[src/rtl/coherence_ctrl_n.sv]
// Purpose : N-CPU snooping coherence controller between CPUS icache/dcache pairs and one
//           single-port RAM. It arbitrates I/D traffic, broadcasts snoops and performs
//           cache-to-cache transfer with RAM write-back.
// Latency : WB = ramready cycles; D read = 2 + ramready cycles; I read = ramready cycles.
// Backpressure: non-granted caches see wait=1 until served; the RAM stalls via ramready.
// Ports   : CLK/nRST (sync active-low); per-CPU flattened iREN/iaddr/iwait/iload,
//           dREN/dWEN/daddr/dstore/dwait/dload, ccwrite/cctrans in, ccwait/ccinv/ccsnoopaddr out;
//           ramREN/ramWEN/ramaddr/ramstore out, ramload/ramready in.
// Option  : define CC_STATS_EN to add 32-bit snoop_cnt / c2c_cnt event counters.
module coherence_ctrl_n #(
  parameter int CPUS   = 2,
  parameter int WORD_W = 32
) (
  input  logic                     CLK,
  input  logic                     nRST,
  input  logic [CPUS-1:0]          iREN,
  input  logic [CPUS*WORD_W-1:0]   iaddr,
  output logic [CPUS-1:0]          iwait,
  output logic [CPUS*WORD_W-1:0]   iload,
  input  logic [CPUS-1:0]          dREN,
  input  logic [CPUS-1:0]          dWEN,
  input  logic [CPUS*WORD_W-1:0]   daddr,
  input  logic [CPUS*WORD_W-1:0]   dstore,
  input  logic [CPUS-1:0]          ccwrite,
  input  logic [CPUS-1:0]          cctrans,
  output logic [CPUS-1:0]          dwait,
  output logic [CPUS*WORD_W-1:0]   dload,
  output logic [CPUS-1:0]          ccwait,
  output logic [CPUS-1:0]          ccinv,
  output logic [CPUS*WORD_W-1:0]   ccsnoopaddr,
  output logic                     ramREN,
  output logic                     ramWEN,
  output logic [WORD_W-1:0]        ramaddr,
  output logic [WORD_W-1:0]        ramstore,
  input  logic [WORD_W-1:0]        ramload,
  input  logic                     ramready
`ifdef CC_STATS_EN
  ,
  output logic [31:0]              snoop_cnt,
  output logic [31:0]              c2c_cnt
`endif
);

  localparam int IDX_W = (CPUS > 1) ? $clog2(CPUS) : 1;
  typedef logic [IDX_W-1:0] idx_t;

  typedef enum logic [2:0] {IDLE, WB, SNOOP, RESP, C2C, MEMRD, IFETCH} state_t;

  state_t state, state_n;
  idx_t   owner, owner_n, snpe, snpe_n, dptr, iptr;
  logic   rfo, rfo_n;
  logic   d_done, i_done, done;
  logic   snoop_drive;
  logic [CPUS*WORD_W-1:0] dload_q, iload_q;

  // Requests are qualified by dREN/dWEN/iREN alone; cctrans carries no extra meaning here.
  logic unused_cctrans;
  assign unused_cctrans = ^cctrans;

  // Round-robin pick: returns {found, index}, searching upward from ptr.
  function automatic logic [IDX_W:0] rr_pick(input logic [CPUS-1:0] req, input idx_t ptr);
    logic [IDX_W:0]  r;
    logic [CPUS-1:0] sh;
    int              j;
    r = '0;
    for (int i = CPUS - 1; i >= 0; i--) begin
      j = int'(ptr) + i;
      if (j >= CPUS) j = j - CPUS;
      sh = req >> j;
      if (sh[0]) r = {1'b1, IDX_W'(j)};
    end
    return r;
  endfunction

  function automatic logic [WORD_W-1:0] word_at(input logic [CPUS*WORD_W-1:0] v, input idx_t k);
    return WORD_W'(v >> (int'(k) * WORD_W));
  endfunction

  function automatic idx_t idx_next(input idx_t k);
    return (k == idx_t'(CPUS - 1)) ? '0 : idx_t'(k + 1'b1);
  endfunction

  logic [IDX_W:0]  wen_pick, ren_pick, ifp_pick;
  logic [CPUS-1:0] cw_sh;
  logic            snp_hit;
  idx_t            snp_pick;
  logic [WORD_W-1:0] own_daddr, own_dstore, own_iaddr, snp_dstore;

  assign wen_pick   = rr_pick(dWEN, dptr);
  assign ren_pick   = rr_pick(dREN, dptr);
  assign ifp_pick   = rr_pick(iREN, iptr);
  assign own_daddr  = word_at(daddr, owner);
  assign own_dstore = word_at(dstore, owner);
  assign own_iaddr  = word_at(iaddr, owner);
  assign snp_dstore = word_at(dstore, snpe);
  // A completion seen while reset is low must not produce a data pulse.
  assign done       = ramready & nRST;

  // Lowest-index snoopee (other than the requester) reporting a dirty copy.
  always_comb begin
    snp_hit  = 1'b0;
    snp_pick = '0;
    for (int k = CPUS - 1; k >= 0; k--) begin
      if (ccwrite[k] && (idx_t'(k) != owner)) begin
        snp_hit  = 1'b1;
        snp_pick = idx_t'(k);
      end
    end
  end

  always_comb begin
    state_n     = state;
    owner_n     = owner;
    snpe_n      = snpe;
    rfo_n       = rfo;
    d_done      = 1'b0;
    i_done      = 1'b0;
    snoop_drive = 1'b0;
    iwait       = '1;
    dwait       = '1;
    ccwait      = '0;
    ccinv       = '0;
    ccsnoopaddr = '0;
    ramREN      = 1'b0;
    ramWEN      = 1'b0;
    ramaddr     = '0;
    ramstore    = '0;
    dload       = dload_q;
    iload       = iload_q;
    cw_sh       = ccwrite >> ren_pick[IDX_W-1:0];

    case (state)
      IDLE: begin
        if (wen_pick[IDX_W]) begin
          owner_n = wen_pick[IDX_W-1:0];
          state_n = WB;
        end else if (ren_pick[IDX_W]) begin
          owner_n = ren_pick[IDX_W-1:0];
          rfo_n   = cw_sh[0];
          state_n = (CPUS > 1) ? SNOOP : MEMRD;
        end else if (ifp_pick[IDX_W]) begin
          owner_n = ifp_pick[IDX_W-1:0];
          state_n = IFETCH;
        end
      end
      WB: begin
        ramWEN   = 1'b1;
        ramaddr  = own_daddr;
        ramstore = own_dstore;
        if (done) begin
          dwait[owner] = 1'b0;
          d_done       = 1'b1;
          state_n      = IDLE;
        end
      end
      SNOOP: begin
        snoop_drive = 1'b1;
        state_n     = RESP;
      end
      RESP: begin
        snoop_drive = 1'b1;
        if (snp_hit) begin
          snpe_n  = snp_pick;
          state_n = C2C;
        end else begin
          state_n = MEMRD;
        end
      end
      C2C: begin
        // Dirty line goes to the requester and back to RAM in the same transaction.
        snoop_drive = 1'b1;
        ramWEN      = 1'b1;
        ramaddr     = own_daddr;
        ramstore    = snp_dstore;
        if (done) begin
          dload[int'(owner)*WORD_W +: WORD_W] = snp_dstore;
          dwait[owner] = 1'b0;
          dwait[snpe]  = 1'b0;
          d_done       = 1'b1;
          state_n      = IDLE;
        end
      end
      MEMRD: begin
        snoop_drive = 1'b1;
        ramREN      = 1'b1;
        ramaddr     = own_daddr;
        if (done) begin
          dload[int'(owner)*WORD_W +: WORD_W] = ramload;
          dwait[owner] = 1'b0;
          d_done       = 1'b1;
          state_n      = IDLE;
        end
      end
      IFETCH: begin
        ramREN  = 1'b1;
        ramaddr = own_iaddr;
        if (done) begin
          iload[int'(owner)*WORD_W +: WORD_W] = ramload;
          iwait[owner] = 1'b0;
          i_done       = 1'b1;
          state_n      = IDLE;
        end
      end
      default: state_n = IDLE;
    endcase

    // Snoop broadcast to every CPU except the requester, held until completion.
    if (snoop_drive) begin
      for (int k = 0; k < CPUS; k++) begin
        if (idx_t'(k) != owner) begin
          ccwait[k] = 1'b1;
          ccinv[k]  = rfo;
          ccsnoopaddr[k*WORD_W +: WORD_W] = own_daddr;
        end
      end
    end
  end

  always_ff @(posedge CLK) begin
    if (!nRST) begin
      state   <= IDLE;
      owner   <= '0;
      snpe    <= '0;
      rfo     <= 1'b0;
      dptr    <= '0;
      iptr    <= '0;
      dload_q <= '0;
      iload_q <= '0;
    end else begin
      state   <= state_n;
      owner   <= owner_n;
      snpe    <= snpe_n;
      rfo     <= rfo_n;
      dload_q <= dload;
      iload_q <= iload;
      if (d_done) dptr <= idx_next(owner);
      if (i_done) iptr <= idx_next(owner);
    end
  end

`ifdef CC_STATS_EN
  always_ff @(posedge CLK) begin
    if (!nRST) begin
      snoop_cnt <= '0;
      c2c_cnt   <= '0;
    end else begin
      if (state == SNOOP)          snoop_cnt <= snoop_cnt + 32'd1;
      if (state == C2C && ramready) c2c_cnt  <= c2c_cnt + 32'd1;
    end
  end
`endif

endmodule
[config.mk]
export PLATFORM = sky130hd
export DESIGN_NAME = coherence_ctrl_n
export DESIGN_NICKNAME = d
export VERILOG_FILES = /design/src/rtl/coherence_ctrl_n.sv
export SDC_FILE = /design/constraint.sdc
export NUM_CORES = 1
export LEC_CHECK = 0
export CAP_MARGIN = 15
export CORE_AREA = 2 2 195 197
export CTS_CLUSTER_SIZE = 25
export DETAILED_ROUTE_END_ITERATION = 10
export DIE_AREA = 0 0 197 199
export SLEW_MARGIN = 20
export SYNTH_ARGS = -nofsm -noshare
export SYNTH_HDL_FRONTEND = slang
export SYNTH_SLANG_ARGS = --single-unit
export TNS_END_PERCENT = 5
[constraint.sdc]
create_clock -name CLK -period 2.26 [get_ports CLK]
set_input_delay 0.226 -clock CLK [delete_from_list [all_inputs] [get_ports CLK]]
set_output_delay 0.226 -clock CLK [all_outputs]
set_load 0.005 [all_outputs]
**After elaboration in Yosys (flattened, before gate mapping)**

Index checks and enable logic that the tools add are counted.

- Register bits: 136
- Bits in latches: 0
- RAM bits: 0
- Bits in read-only memories: 0
- Input bits: 237
- Output and inout port bits: 266
- Logic and storage cells: 124
- Memories kept: 0

- $add $sub $neg: 8
- $mul: 0
- Divide/modulo/power cells: 0
- Order comparisons: 8
- Equality and inequality tests: 8
- Shifts and indexed selects: 14
- Multiplexer cells: 56
- Bitwise operators: 6
- Reductions and logical operators: 16

Operators by type and width:

| operator | number |
|---|---|
| 2-to-1 mux 64 bit | 5 |
| >> shifter 64 x 6 -> 32 bit | 4 |
| bitwise mux 64 bit | 3 |
| 2-to-1 mux 32 bit | 6 |
| >> shifter 2 x 32 -> 1 bit | 6 |
| case mux 32 bit (2 select lines) | 2 |
| case mux 64 bit (2 select lines) | 1 |
| indexed part select 32 x 33 -> 64 bit | 2 |
| variable shift 32 x 33 -> 64 bit (first input constant) | 1 |
| negator 6 -> 33 bit | 1 |
| 2-to-1 mux 2 bit | 11 |
| 2-to-1 mux 1 bit | 20 |
| 2-to-1 mux 3 bit | 4 |
| case mux 3 bit (4 select lines) | 1 |
| == test 3 bit (second input constant) | 3 |
| OR reduction 4 bit | 2 |
| == test 3 x 2 -> 1 bit (second input constant) | 2 |
| AND reduction 2 bit | 3 |
| OR reduction 2 bit | 3 |
| subtractor 1 x 2 -> 3 bit (second input constant) | 2 |
| subtractor 2 x 2 -> 3 bit (second input constant) | 2 |
| adder 1 x 1 -> 2 bit (second input constant) | 2 |
| >= comparator 1 x 2 -> 1 bit (second input constant) | 2 |
| >= comparator 2 bit (second input constant) | 2 |
| 18 further kinds | 26 |

**Logic depth before layout (Yosys ltp)**

- Depth in word-level cells: 10
- Mapped depth: 6
- Depth with buffers taken out: 4

**Least setup slack after synthesis**

Ideal clock, no wire load.

- Kind: reg2out
- Start point: register snpe
- End point: output dload[31]
- Arrival time: 1.442 ns
- Data required time: 2.034 ns
- Setup slack: 0.592 ns
- Stages on the path, launching flop included: 7
- Cells stage by stage: dfxtp_1 -> buf_2 -> buf_2 -> mux2_2 -> a22oi_1 -> nor2_1 -> a21o_1

- Longest elaborated chain between the ends: 5

Ends and longest elaborated chain:

| item | line | RTL |
|---|---|---|
| start, declared | 50 | `idx_t owner, owner_n, snpe, snpe_n, dptr, iptr;` |
| start signal, assigned | 232 | `snpe <= snpe_n;` |
| >> shifter 64 x 6 -> 32 bit | 76 | `return WORD_W'(v >> (int'(k) * WORD_W));` |
| indexed part select 32 x 33 -> 64 bit | 176 | `dload[int'(owner)*WORD_W +: WORD_W] = snp_dstore;` |
| bitwise mux 64 bit | 176 |  |
| 2-to-1 mux 64 bit | 175 | `if (done) begin` |
| case mux 64 bit (2 select lines) | 132 | `case (state)` |
| end, declared | 27 | `output logic [CPUS*WORD_W-1:0] dload,` |

No other way between the ends.

**Worst setup path in the final report**

- Start point: register snpe
- End point: register dload_q[32]

- Longest elaborated chain between the ends: 5

Ends and longest elaborated chain:

| item | line | RTL |
|---|---|---|
| >> shifter 64 x 6 -> 32 bit | 76 |  |
| indexed part select 32 x 33 -> 64 bit | 176 |  |
| bitwise mux 64 bit | 176 |  |
| 2-to-1 mux 64 bit | 175 |  |
| case mux 64 bit (2 select lines) | 132 |  |
| end signal, assigned | 234 | `dload_q <= dload;` |
| end, declared | 54 | `logic [CPUS*WORD_W-1:0] dload_q, iload_q;` |

No other way between the ends.
A chain may end at the register's enable or synchronous reset.

==> results.py <==
metrics = {
    "power_and_ir_drop": {
        "powerDensity_nw_per_um2": 604,
        "p_leak_nw": 8.76,
        "finalPower_w": 0.0101,
        "vdd_drop_max_mv": 0.280,
    },
    "run_status": {
        "violations": "negative setup slack",
        "status": "finished, violations left",
    },
    "final_layout": {
        "layout_commonest_cell": "clkdlybuf4s50_1",
        "nFillCells": 3584,
        "diodes": 0,
        "final_nets": 1755,
        "final_core_util_pct": 44.9,
        "layout_common_cells": "clkdlybuf4s50_1 (236), dfxtp_1 (131), and2_1 (129)",
        "areaGrowthSynthToFinish_pct": 104,
        "layout-drive-gt1-share_pct": 38.2,
        "fin_cells": 2005,
    },
    "die": {
        "die_h_um": 199,
        "core_um2": 37100,
        "dieWidth_um": 197,
        "fp-row-count": 71,
        "io_pins": 503,
        "start_util_pct": 22.0,
        "dieArea_um2": 39200,
    },
    "synth": {
        "synth-edff-count": 0,
        "synth-compound-area-share_pct": 22.9,
        "synth_top_area_share_pct": 33.4,
        "yosysSeqAreaShare_pct": 33.4,
        "avgSynthCellArea_um2": 9.39,
        "synthSimpleGateAreaFrac_pct": 16.1,
        "synthArstFlopShare_pct": 0,
        "synth_top_family_by_area": "compound AO/OA/AOI/OAI gates",
        "yosys_warnings": 0,
        "yosys.area_share.xor_xnor_pct": 0.107,
        "ys_types": 45,
        "synth_nets": 1106,
        "synth_area_um2": 8160,
        "synth-seq-cells": 136,
        "synth_cells": 869,
        "synth_area_leaders": "dfxtp_1 (33%), a21o_1 (12%), and2_1 (10%)",
        "synth_ff_type": "dfxtp_1",
        "synth_area_leader_cell": "dfxtp_1",
        "synth_adder_area_share_pct": 0,
        "synth_mux_area_share_pct": 22.6,
    },
    "setup_path": {
        "worstSetupPathType": "register to register",
        "worstPathArrival_ns": 2.82,
        "crit_top_cell": "buf_4",
        "cp_max_fo": 5,
        "critical-path-max-stage-delay_ns": 0.36,
        "crit_family": "buffers and inverters",
        "crit_chain": "buf_12 > buf_12 > buf_6 > buf_4 > mux2_2 > a22oi_2 > nor2_2 > buf_4 > buf_4 > buf_4 > buf_4 > buf_4 > buf_4 > buf_4 > a21o_1",
        "cp-end-kind": "register",
        "crit_slowest_cell": "dfxtp_4",
        "crit_required_ns": 2.58,
        "cp-start-kind": "register",
        "cp.buffers_inverters": 11,
    },
    "grt": {
        "overflow": 0,
        "antenna_found_initial": 2,
        "grt_max_degree": 60,
        "grt_pass1_wl_mm": 65.1,
        "grt_usage_pct": 22.7,
        "grt_pass1_vias": 9826,
    },
    "detailed_routing": {
        "first_pass_iters": 4,
        "ant_nets": 0,
        "initialDrtViolationCount": 370,
        "vias": 9506,
        "wirelength_mm": 45.6,
        "via_per_inst": 4.74,
        "post_drt_wl_per_cell_um": 22.7,
        "drc": 0,
    },
    "sta": {
        "finClkSkew_ns": 0.00960,
        "final.min_clock_period_ns": 2.50,
        "tns_ns": -7.48,
        "tightest_slew_ns": 0.562,
        "worst_slack_ns": -0.241,
        "fin_crit_sh_pct": 111,
        "finalHoldViolations": 0,
        "setup_viol": 103,
        "slew_headroom_pct": 62.2,
        "rsz0062_at_grt": "true",
        "slew_viol_final": 0,
        "max_freq_mhz": 400,
    },
    "flow_run": {
        "maxCapViolCount": 0,
    },
    "clocking": {
        "clk_path_buf_depth": 2,
        "htree_levels": 4,
        "cts.sinks": 136,
        "clk-insertion-delay-late_ns": 0.44,
        "cts_hold_buf": 0,
        "clk_pin_slew_ns": 0.06,
        "cts_tree": "done",
        "cts_inserted_buffers": 17,
        "cts.root.buffer_cell": "clkbuf_16",
    },
    "place": {
        "dp_cells": 1856,
        "place_hpwl_mm": 32.8,
        "portBuffers": 500,
        "gp_congestion": 0.846,
        "dp_slack_ns": -0.213,
    },
    "min_path": {
        "hold_class": "input port to register",
    },
}
-- report_power, final --
group	switching, W	internal (W)	total, W
Sequential	0.0000753	0.00249	0.00256
Clock	0.00119	0.00192	0.00310
Combinational	0.00202	0.00238	0.00440
Total	0.00328	0.00679	0.0101
-- state kept, by name, indices dropped and copies added, names as in the netlist --
| name | cells |
|---|---|
| iptr | 1 |
| owner | 1 |
| snpe | 1 |
| dload_q | 64 |
| dptr | 1 |
| rfo | 1 |
| iload_q | 64 |
| state | 3 |
-- cell type report --
| type | count | area [um2] | share of cell area (%) |
|---|---|---|---|
| sequential | 136 | 2740 | 16.4 |
| multi-input combinational | 651 | 5700 | 34.2 |
| inverter | 6 | 25.0 | 0.150 |
| timing repair buffer | 706 | 6970 | 41.8 |
| tap | 474 | 593 | 3.56 |
| clock inverter | 13 | 191 | 1.15 |
| clock buffer | 19 | 453 | 2.72 |
-- final timing paths --
kind	from	endpoint	slack, ns	cells past startpoint
setup / recovery	snpe	dload_q[32]	-0.24	15
setup reg to reg	snpe	dload_q[32]	-0.24	15
hold / removal	nRST	snpe	0.27	4
hold reg to reg	dload_q[19]	dload_q[19]	0.45	1
-- routing by layer --
metal	vias up	routed length (um)	track usage [%]
met5	-	13	0
met4	2	1570	8.19
met3	66	2810	4.70
met2	422	23400	42.6
met1	4576	17800	25.2
li1	4440	-	-
-- Yosys cell counts (all sizes together) (6+ instances only) --
cell / number
a21o: 128
a21oi: 9
a22o: 32
a22oi: 32
and2: 131
buf: 48
clkbuf: 28
dfxtp: 136
inv: 6
mux2: 96
mux2i: 65
nor2: 75
o21ai: 7
o22ai: 32
-- worst min-delay path, stage by stage --
cell    delay [ns]
buf_2         0.14
inv_1         0.09
buf_4         0.15
nor2_1        0.05
-- per-stage QoR --
| step | cell area (um2) | hold WS (ns) |
|---|---|---|
| after CTS | 16800 | 0.248 |
| after global routing | 16700 | 0.271 |
| after floorplan | 8160 | 0.396 |
| after global placement | 14400 | 0.433 |
| after detailed placement | 14400 | 0.439 |
| final | 16700 | 0.272 |
-- what timing repair did --
action	CTS	global route
setup endpoints to repair	262	208
gates cloned	17	0
resized for setup	749	174
pin swaps	65	40
setup buffers	98	6
-- cells by family (layout without fill, tap and decap cells) --
group / after synthesis / in the layout
compound gates: 253 / 253
buf+inv: 82 / 744
flops: 136 / 136
mux: 161 / 161
xor+xnor: 1 / 1
simple gates: 236 / 236
Note: power is estimated with default switching activity, not from simulation.
